### src/rtl/register_fifo_r_en_pkg.sv
// Shared definitions for the register_fifo_r_en FIFO.
//
// Contents:
//   DEFAULT_WIDTH / DEFAULT_DEPTH : default word width and entry count
//   clog2_f                       : ceiling log2, used to size the pointers
//
// Optional feature macro: REGISTER_FIFO_CLR_EN. It is deliberately left
// undefined here. Define it on the tool command line to add the synchronous
// clr flush input to the top module.
package register_fifo_r_en_pkg;

  localparam int unsigned DEFAULT_WIDTH = 8;
  localparam int unsigned DEFAULT_DEPTH = 8;

  // Returns the number of bits needed to index n entries (minimum 1).
  function automatic int unsigned clog2_f(input int unsigned n);
    int unsigned r;
    int unsigned v;
    r = 0;
    v = (n > 1) ? n - 1 : 1;
    while (v > 0) begin
      r = r + 1;
      v = v >> 1;
    end
    return r;
  endfunction

endpackage

### src/rtl/register_fifo_r_en_register_r_en.sv
// register_r_en: WIDTH-bit storage register with asynchronous active-low
// reset and a load enable. One instance holds one FIFO entry.
//
// Ports:
//   clk_i  : rising-edge clock
//   rst_ni : asynchronous active-low reset, clears the word to 0
//   en_i   : load enable; d_i is captured on the clock edge when high
//   d_i    : data to load
//   q_o    : stored word
module register_r_en
  import register_fifo_r_en_pkg::*;
#(
  parameter int unsigned WIDTH = DEFAULT_WIDTH
) (
  input  logic             clk_i,
  input  logic             rst_ni,
  input  logic             en_i,
  input  logic [WIDTH-1:0] d_i,
  output logic [WIDTH-1:0] q_o
);

  logic [WIDTH-1:0] data_q;

  always_ff @(posedge clk_i or negedge rst_ni) begin
    if (!rst_ni) begin
      data_q <= '0;
    end else if (en_i) begin
      data_q <= d_i;
    end
  end

  assign q_o = data_q;

endmodule

### src/rtl/register_fifo_r_en.sv
// register_fifo_r_en: DEPTH-entry synchronous FIFO built from enabled,
// resettable storage registers (register_r_en).
//
// Parameters:
//   WIDTH : data word width
//   DEPTH : number of entries, power of two, >= 2
//   AW    : pointer width, derived from DEPTH (not overridable)
//
// Ports:
//   clk       : rising-edge clock
//   reset_n   : asynchronous active-low reset
//   wr_en     : push request, d_in captured when accepted
//   d_in      : write data
//   rd_en     : pop request
//   d_out     : registered read data, valid the cycle after an accepted pop
//   full      : count == DEPTH
//   empty     : count == 0
//   count     : occupancy, 0..DEPTH
//   overflow  : one-cycle pulse after a refused push
//   underflow : one-cycle pulse after a refused pop
//   clr       : synchronous flush (only when REGISTER_FIFO_CLR_EN is defined)
//
// Optional feature macro: REGISTER_FIFO_CLR_EN.
module register_fifo_r_en
  import register_fifo_r_en_pkg::*;
#(
  parameter int unsigned WIDTH = DEFAULT_WIDTH,
  parameter int unsigned DEPTH = DEFAULT_DEPTH
) (
  input  logic                             clk,
  input  logic                             reset_n,
  input  logic                             wr_en,
  input  logic [WIDTH-1:0]                 d_in,
  input  logic                             rd_en,
`ifdef REGISTER_FIFO_CLR_EN
  input  logic                             clr,
`endif
  output logic [WIDTH-1:0]                 d_out,
  output logic                             full,
  output logic                             empty,
  output logic [clog2_f(DEPTH):0]          count,
  output logic                             overflow,
  output logic                             underflow
);

  localparam int unsigned AW = clog2_f(DEPTH);
  localparam logic [AW:0] DEPTH_CNT = (AW+1)'(DEPTH);

  logic [AW-1:0]    wr_ptr_q, wr_ptr_d;
  logic [AW-1:0]    rd_ptr_q, rd_ptr_d;
  logic [AW:0]      count_q, count_d;
  logic [WIDTH-1:0] dout_q, dout_d;
  logic             ovf_q, ovf_d;
  logic             udf_q, udf_d;

  logic [WIDTH-1:0] mem [DEPTH];

  logic full_w;
  logic empty_w;
  logic pop_ok;
  logic push_ok;
  logic clr_w;
  logic push_acc;
  logic pop_acc;

`ifdef REGISTER_FIFO_CLR_EN
  assign clr_w = clr;
`else
  assign clr_w = 1'b0;
`endif

  // Status comes from the registered count only, so there is no
  // combinational path from wr_en/rd_en to full/empty/count.
  assign full_w  = (count_q == DEPTH_CNT);
  assign empty_w = (count_q == '0);

  // A pop frees a slot in the same cycle, so a full FIFO still accepts a
  // push alongside a pop. An empty FIFO never bypasses a push to the pop.
  assign pop_ok  = rd_en & ~empty_w;
  assign push_ok = wr_en & (~full_w | pop_ok);

  // A flush overrides any transfer in the same cycle.
  assign push_acc = push_ok & ~clr_w;
  assign pop_acc  = pop_ok & ~clr_w;

  // Storage: one enabled register per entry, loaded only when it is the
  // write target of an accepted push.
  for (genvar i = 0; i < DEPTH; i++) begin : g_store
    logic en_w;
    assign en_w = push_acc & (wr_ptr_q == AW'(i));

    register_r_en #(
      .WIDTH (WIDTH)
    ) u_word (
      .clk_i  (clk),
      .rst_ni (reset_n),
      .en_i   (en_w),
      .d_i    (d_in),
      .q_o    (mem[i])
    );
  end

  always_comb begin
    wr_ptr_d = wr_ptr_q;
    rd_ptr_d = rd_ptr_q;
    count_d  = count_q;
    dout_d   = dout_q;
    ovf_d    = 1'b0;
    udf_d    = 1'b0;

    if (clr_w) begin
      // d_out and storage keep their contents; no error pulses on a flush.
      wr_ptr_d = '0;
      rd_ptr_d = '0;
      count_d  = '0;
    end else begin
      ovf_d = wr_en & ~push_ok;
      udf_d = rd_en & ~pop_ok;

      if (push_acc) begin
        wr_ptr_d = wr_ptr_q + AW'(1);
      end

      if (pop_acc) begin
        rd_ptr_d = rd_ptr_q + AW'(1);
        dout_d   = mem[rd_ptr_q];
      end

      unique case ({push_acc, pop_acc})
        2'b10:   count_d = count_q + (AW+1)'(1);
        2'b01:   count_d = count_q - (AW+1)'(1);
        default: count_d = count_q;
      endcase
    end
  end

  always_ff @(posedge clk or negedge reset_n) begin
    if (!reset_n) begin
      wr_ptr_q <= '0;
      rd_ptr_q <= '0;
      count_q  <= '0;
      dout_q   <= '0;
      ovf_q    <= 1'b0;
      udf_q    <= 1'b0;
    end else begin
      wr_ptr_q <= wr_ptr_d;
      rd_ptr_q <= rd_ptr_d;
      count_q  <= count_d;
      dout_q   <= dout_d;
      ovf_q    <= ovf_d;
      udf_q    <= udf_d;
    end
  end

  assign d_out     = dout_q;
  assign full      = full_w;
  assign empty     = empty_w;
  assign count     = count_q;
  assign overflow  = ovf_q;
  assign underflow = udf_q;

endmodule

### config.mk
export PLATFORM = sky130hd
export DESIGN_NAME = register_fifo_r_en
export DESIGN_NICKNAME = d
export VERILOG_FILES = /design/src/rtl/register_fifo_r_en_pkg.sv /design/src/rtl/register_fifo_r_en_register_r_en.sv /design/src/rtl/register_fifo_r_en.sv
export SDC_FILE = /design/constraint.sdc
export NUM_CORES = 1
export LEC_CHECK = 0
export CAP_MARGIN = 10
export CORE_MARGIN = 2
export CORE_UTILIZATION = 45
export DETAILED_ROUTE_END_ITERATION = 10
export GPL_ROUTABILITY_DRIVEN = 0
export PLACE_DENSITY = 0.71
export SLEW_MARGIN = 20
export SYNTH_ARGS = -nofsm -noshare
export SYNTH_HDL_FRONTEND = slang
export SYNTH_HIERARCHICAL = 1
export SYNTH_SLANG_ARGS = --single-unit
### constraint.sdc
create_clock -name clk -period 2.9 [get_ports clk]
set_input_delay 0.435 -clock clk [delete_from_list [all_inputs] [get_ports clk]]
set_output_delay 0.435 -clock clk [all_outputs]
set_load 0.005 [all_outputs]
; Word level (Yosys, flattened, before mapping)
; Index checks and enable logic that the tools add are counted.
[op_classes]
add_sub_neg = 4
n_lt_le_gt_ge = 1
eq_ne = 10
mux = 4
bitwise_logic = 18
reduce_logical = 3
[ops]
columns = cell, n
row1 = 8-bit binary-select mux with 3-bit select, 1
row2 = 8-bit two-way mux, 2
row3 = 1-bit bitwise AND, 12
row4 = "3-bit equality test, second input constant", 4
row5 = 4-bit case mux with 2 select lines, 1
row6 = "3-bit by 1-bit adder with 3-bit output, second input constant", 2
row7 = "3-bit by 2-bit equality test with 1-bit output, second input constant", 2
row8 = "4-bit by 1-bit adder with 4-bit output, second input constant", 1
row9 = "4-bit equality test, second input constant", 1
row10 = "4-bit greater-or-equal comparator, second input constant", 1
row11 = 4-bit logical NOT, 1
row12 = 1-bit inverter, 4
row13 = 3-bit inverter with 4-bit output, 1
row14 = "4-bit by 1-bit subtractor with 4-bit output, second input constant", 1
row15 = "3-bit by 1-bit equality test with 1-bit output, second input constant", 1
row16 = 3-bit logical NOT, 1
row17 = "2-bit by 1-bit equality test with 1-bit output, second input constant", 1
row18 = "2-bit equality test, second input constant", 1
row19 = 2-bit nonzero test, 1
row20 = 1-bit OR, 1
[word_totals]
ff_bits = 84
elab_cells = 54

; Depth between registers and ports, before layout
; Gate-level depths: netlist (run 1).
[logic_depth]
word_depth = 7
depth_mapped = 10
mapped_depth_nobuf = 10

; Modules after synthesis
; The synthesis (run 1) kept the hierarchy.
[modules_own_cells]
columns = mod, instances, cells_each, area_per_inst_um2, seq_area_each_um2
row1 = register_r_en, 8, 17, 331.6, 200.2
row2 = register_fifo_r_en, 1, 161, 1612.8, 500.5

; Worst setup path before layout (run 1)
; No wires, ideal clock.
[synth_path]
path_type = reg-to-reg
startpoint = register count_q[1], in the netlist count[1]
endpoint = register count_q[3], in the netlist count[3]
t_arrival_ns = 2.324
t_required_ns = 2.784
slack_ns = 0.460
stages_incl_launch_ff = 10
n_path_buf = 0
cell_sequence = dfrtp_1 or4b_4 nor2_4 nor2b_4 inv_6 ha_1 ha_1 a21oi_1 o21ai_0 o311ai_0
[synth_between]
elab_chain_len = 7
[synth_rtl]
columns = element, line
row1 = start: declaration, register_fifo_r_en.sv:51  ; logic [AW:0] count_q, count_d;
row2 = start signal: assignment, register_fifo_r_en.sv:148  ; count_q <= count_d;
row3 = 4-bit logical NOT, register_fifo_r_en.sv:75  ; assign empty_w = (count_q == '0);
row4 = 1-bit inverter, register_fifo_r_en.sv:79  ; assign pop_ok = rd_en & ~empty_w;
row5 = 1-bit bitwise AND, register_fifo_r_en.sv:79
row6 = 1-bit OR, register_fifo_r_en.sv:80  ; assign push_ok = wr_en & (~full_w | pop_ok);
row7 = 1-bit bitwise AND, register_fifo_r_en.sv:80
row8 = 2-bit by 1-bit equality test with 1-bit output or 2-bit equality test (tied branches), register_fifo_r_en.sv:129  ; unique case ({push_acc, pop_acc})
row9 = 4-bit case mux with 2 select lines or 2-bit nonzero test (tied branches), -
; Several ways; a longest one is shown, not always the timed one.
; A chain may end at the register's enable or synchronous reset.

; Final worst setup path (run 1)
; Same ends and word-level chain as after synthesis.

==> run metrics, run 1 <==
Core ar.=~9200 um2; CTS tree=built; Cell Area, Synth=4270 um2; die area=a little over 10000 um2; DPL Wire Length=approximately 5100 um; die width=101 um; global-route usage over all layers=17.1%; DRC violations left=0; R2R Path End=count[3]; maximum fanout along the worst path=9; Clock Power Share=between 15 and 20%; outcome=finished clean; grt peak-use layer=met2; Boundary Pins=28; combinational power share=45.6%; nets=roughly 350; Final min period=roughly 2.7 ns; RSZ-0062 raised after global routing=false; CP Launch Type=flip-flop; flops & latches, synth=between 80 and 90; commonest non-fill, non-tap cell in the layout=dfrtp_1; vias in the first global route=between 2000 and 2500; Initial Util=~46%; CTS Buffer Depth=2; placed instance area=around 4600 um2; M1 GR Usage=about a quarter; Mapped Cells=~300; first-pass GRT wire length=~13000 um; Avg Cell Area, Syn=~14 um2; via count=2359; Die Y=approximately 100 um; worst reg2reg path startpoint=count[1]; Int Pwr=approximately 3.6 mW; CP required=between 3 and 4 ns; WL final=8120 um; max-cap violations=0; FP Rows=35; Seq pwr share=about two fifths; distinct cell type count after synthesis=37; CTS Hold Bufs=0; Layout area overhead=12.3%; Design Area, Final=between 4000 and 5000 um2; GR Util met3=~3.6%; clk_lat worst skew=0.37 ns; vias per cell=~5.3; max-slew violation total from the final report=0; n_diodes=0; Setup Viol. Count Final=0; Clk pin slew, worst setup/hold paths=approximately 0.11 ns; Routed WL per cell=roughly 18 um; switching share of power=approximately 34%; FF-to-FF setup slack=between 0.2 and 0.25 ns; FILL cells=784; actual slew at the worst max-slew pin=between 0.8 and 0.9 ns; Peak VDD IR=445 uV; share of cells above drive strength 1=roughly a third; critical path arrival=about 2.9 ns; skew final=around 0.015 ns; I/O Buffers=27; total negative slack=0 ns; worst r2r path cells=9; CP Capture Type=flip-flop; DRT Pass-1 Iters=4; CTS root buf=clkbuf_8; Final ANT Viol Nets=0; Syn Nets=320; met2 usage=26.0%; clk sinks=84; antenna violations before repair=0; Leak=2.21 nW; Syn. warnings=6; drt first-iter violations=between 60 and 70; Power Density=1140 nW/um2; commonest non-fill, non-tap cells in the layout=84 x dfrtp_1, 65 x mux2_4, 26 x clkdlybuf4s50_1, 17 x nand2_1; Setup Crit Path Kind=reg2reg; sw power=about 1.8 mW; global route total overflow=0; largest net degree at the start of global routing=85; Hold/Removal Path Class=in2async; setup bufs post-CTS=0; maximum clock frequency=~380 MHz; post-CTS sizing=0; Max-Slew Margin vs Limit=roughly two fifths; register area share after synthesis=about 50%; H-tree depth=3; Inserted Clock Buffers=9; final hold violations=0; fin crit share=91.4%
==> cell usage after synthesis, drive strengths merged <==
cell    number  area, um2
a21oi        1       5.00
a221o        8       80.1
and2         4       25.0
and3         6       37.5
buf         15        155
clkbuf       2       7.51
dfrtp       84       2100
fa           1       20.0
ha          10        125
inv         11       46.3
mux2        81       1160
mux2i       16        160
nand2       17       63.8
nand2b       3       18.8
nand4b       1       8.76
nor2         2       15.0
nor2b        2       20.0
nor3         1       5.00
nor3b        1       7.51
nor4         2       18.8
o21ai       13       65.1
o22ai        8       50.1
o311ai       1       8.76
or3          1       6.26
or4b         1       13.8
xnor2        4       35.0
xor2         1       8.76
==> layer usage <==
metal | wire [um] | up-vias
li1 | - | 1117
met1 | 3990 | 1202
met2 | 3700 | 32
met3 | 325 | 8
met4 | 102 | 0
met5 | 0 | -
==> cell type report <==
cell class                 count  area (um2)  area share, %
sequential                    84        2100           43.9
multi-input combinational    185        1950           40.8
clock buffer                   9         124           2.59
timing repair buffer          37         347           7.24
tap                          111         139           2.90
inverter                      11        46.3          0.967
clock inverter                 7        76.3           1.59
==> worst max-delay path, stage by stage, from the launching register on <==
cell      delay [ns]
dfrtp_1         0.45
or4b_4          0.58
nor2_4          0.13
nor2b_4         0.08
inv_6           0.07
ha_1            0.28
ha_1            0.28
a21oi_1         0.21
o21ai_0         0.16
o311ai_1        0.31
==> cell families (layout without fill, tap and decap cells) <==
logic type / count (synthesis) / count (layout) / synth area share, %
muxes: 97 / 97 / 30.9
buffers and inverters: 28 / 64 / 4.90
and+or+nand+nor: 41 / 41 / 5.63
DFF: 84 / 84 / 49.3
adders and majority gates: 11 / 11 / 3.40
AOI/OAI and AO/OA: 31 / 31 / 4.90
xor gates and xnor gates: 5 / 5 / 1.03
==> flip-flops by register name, indices dropped and copies added (netlist names) <==
signal	count
count	4
d_out	8
g_store.u_word/q_o	64
overflow	1
rd_ptr_q	3
underflow	1
wr_ptr_q	3
==> worst max path at each step <==
stage / from / endpoint
after detailed placement: rd_en / count[3]
final: count[1] / count[3]
after floorplan: count[1] / count[3]
after global placement: rd_en / count[3]
after CTS: count[1] / count[3]
after global routing: count[0] / count[3]
==> power by group through the flow <==
stage	combinational [mW]	sequential, mW	clock (mW)
floorplan	1.95	2.05	0
global placement	2.42	2.10	0
detailed placement	2.46	2.14	0
CTS	2.48	2.13	0.855
global route	2.70	2.20	0.896
finish	2.48	2.13	0.831
==> through the flow <==
stage	hold slack [ns]	power (mW)	utilization, %	instances	setup slack (ns)
after floorplan	0.139	4.00	-	297	0.460
after global placement	0.465	4.53	49.9	428	0.284
after detailed placement	0.474	4.60	49.9	428	0.104
after CTS	0.279	5.46	52.0	444	0.164
after global routing	0.158	5.79	52.1	444	0.0468
final	0.0740	5.44	52.1	444	0.249
Power figures use the tool's default switching activity.
==> run 2, diff against run 1 <==
- PLACE_DENSITY: 0.71 -> 0.74
- clock period: 2.9 -> 2.1 ns (I/O delays scaled with it)
==> run 2 against run 1 <==
The run now ends with negative setup slack left. Fmax grew 16%. Register-to-register slack worse by 0.43 ns. Global-route usage grew 0.68 points. Flip-flop and latch count unchanged. Die area is the same. Count of clock-buffer cells in the layout stayed put. Critical path type unchanged. Non-clock buffer count increased by 23. Total power up 46%. Worst hold slack better by 0.35 ns. Sequential power up 38%. Core utilization rose by 4.3 points.
==> run metrics, run 2 (synthesized netlist as in run 1, its figures left out) <==
Setup Crit Path Kind=reg2reg (unchanged); fin crit share=109% (was 91.4%); Setup Viol. Count Final=3 (was 0); Buffers & Inverters on Critical Path=2 (was 1); most used cell, CP=ha_4 (was ha_1); largest net degree at the start of global routing=38 (was 85); final core occ=56.3% (was 52.1%); CTS Buffer Depth=2 (unchanged); DP Cell Count=446 (was 428); slowest cell on the critical path=or4b_4 (unchanged); drt first-iter violations=71 (was 67); Placement Setup Slack=-0.151 ns (was 0.104 ns); Power Density=1540 nW/um2 (was 1140 nW/um2); CP Launch Type=flip-flop (unchanged); max-cap violations=0 (unchanged); Clk pin slew, worst setup/hold paths=0.09 ns (was 0.11 ns); Largest register FFs=64 (unchanged); max-slew violation total from the final report=0 (unchanged); I/O Buffers=27 (unchanged); vias per cell=5.34 (was 5.31); Routed WL per cell=18.4 um (was 18.3 um); Peak VDD IR=683 uV (was 445 uV); Final WS setup=-0.180 ns (was 0.249 ns); actual slew at the worst max-slew pin=0.447 ns (was 0.879 ns); commonest non-fill, non-tap cell in the layout=dfrtp_1 (unchanged); CTS tree=built (unchanged); Inserted Clock Buffers=9 (unchanged); wire length on met3=165 um (was 325 um); RSZ-0062 raised after global routing=true (was false); Final min period=2.28 ns (was 2.65 ns); vias in the first global route=2632 (was 2484); DRT Pass-1 Iters=4 (unchanged); global-route usage over all layers=17.8% (was 17.1%); CP required=2.34 ns (was 3.16 ns); total negative slack=-0.451 ns (was 0 ns); CTS root buf=clkbuf_8 (unchanged); skew final=0.0102 ns (was 0.0148 ns); Die Y=101 um (unchanged); n_diodes=0 (unchanged); Worst path max stage delay=0.56 ns (was 0.58 ns); nets=374 (was 351); H-tree depth=3 (unchanged); global route total overflow=0 (unchanged); commonest non-fill, non-tap cells in the layout=82 x dfrtp_1, 65 x mux2_4, 24 x clkdlybuf4s50_1, 20 x buf_4, 17 x nand2_1 (was 84 x dfrtp_1, 65 x mux2_4, 26 x clkdlybuf4s50_1, 17 x nand2_1); maximum fanout along the worst path=5 (was 9); Initial Util=46.4% (unchanged); antenna violations before repair=0 (unchanged); Final Non-Filler Cells=467 (was 444); CP Capture Type=flip-flop (unchanged); final hold violations=0 (unchanged); outcome=complete, but fails checks (was finished clean); DPL Wire Length=5750 um (was 5060 um); maximum clock frequency=439 MHz (was 377 MHz); Leak=2.35 nW (was 2.21 nW); clk_lat worst skew=0.37 ns (about the same); uppermost layer routed=met4 (unchanged); failing checks=negative setup slack; Max-Slew Margin vs Limit=70.2% (was 41.3%); share of cells above drive strength 1=44.4% (was 34.2%); die area=10300 um2 (unchanged); FP Rows=35 (unchanged); delay-heaviest family, CP=simple AND/OR/NAND/NOR gates (unchanged); DRC violations left=0 (unchanged); WL final=8610 um (was 8120 um); critical path arrival=2.52 ns (was 2.91 ns); Layout area overhead=21.4% (was 12.3%); crit path cell chain=or4b_4 > nor2_4 > nor2b_4 > clkinv_4 > ha_4 > ha_4 > inv_2 > or3_4 > nand4b_1 > o311ai_2 (was or4b_4 > nor2_4 > nor2b_4 > inv_6 > ha_1 > ha_1 > a21oi_1 > o21ai_0 > o311ai_1); die width=101 um (unchanged); clk sinks=84 (unchanged); via count=2494 (was 2359); met1 WL=3990 um (about the same); first-pass GRT wire length=13900 um (was 13300 um); Boundary Pins=28 (unchanged); Final ANT Viol Nets=0 (unchanged); Core ar.=9200 um2 (unchanged); met2 WL=4340 um (was 3700 um); Hold/Removal Path Class=in2async (unchanged)
[run 2: cell count changes in the layout (fill, tap and decap cells not counted), sizes merged]
cell and change:
clkdlybuf4s50 -2, dlygate4sd2 +2, clkinvlp +1, clkinv +3
buf +22, inv -4, dlygate4sd3 +1
[run 2: worst paths after layout]
path | slack [ns] | end | cells past startpoint | startpoint
setup / recovery | -0.18 | count[3] | 10 | count[2]
hold / removal | 0.42 | g_store[3].u_word/q_o[1] | 2 | reset_n
setup reg to reg | -0.18 | count[3] | 10 | count[2]
hold reg to reg | 0.50 | d_out[0] | 2 | d_out[0]
max in group asynchronous | 1.10 | overflow | 3 | reset_n
min in group clk | 0.50 | d_out[0] | 2 | d_out[0]
[run 2: stage by stage]
step	hold slack (ns)	cell area [um2]	power, mW
final	0.424	5180	7.95
after global routing	0.454	5180	8.43
after CTS	0.422	5110	7.89
after detailed placement	0.286	4850	6.71
after global placement	0.286	4850	6.55
after floorplan	0.0194	4300	5.58
[run 2: metal layers]
metal  vias up  global-route usage [%]
met5         -                       0
met4         0                    5.93
met3        10                    2.90
met2        28                    29.3
met1      1292                    24.1
li1       1164                       -
[run 2: final cells by class]
class	count	area, um2
Tap cell	111	139
Timing Repair Buffer	60	634
Fill cell	710	4020
Clock buffer	9	124
Multi-Input combinational cell	185	2080
Inverter	11	46.3
Sequential cell	84	2100
Clock inverter	7	52.6
[run 2: repair_timing]
item,4_1_cts,5_1_grt
setup endpoints to repair,39,33
gates cloned,0,0
gates resized for setup,16,13
endpoints found under the hold margin,31,0
setup buffers,1,3
hold buffers,1,0
pin swaps,6,7
[run 2: power by group]
part | leakage, nW | internal, mW | switching [mW] | total (mW)
sequential | 1.01 | 2.43 | 0.513 | 2.94
combinational | 1.24 | 2.46 | 1.51 | 3.97
clock | 0.0896 | 0.435 | 0.605 | 1.04
total | 2.35 | 5.32 | 2.63 | 7.95
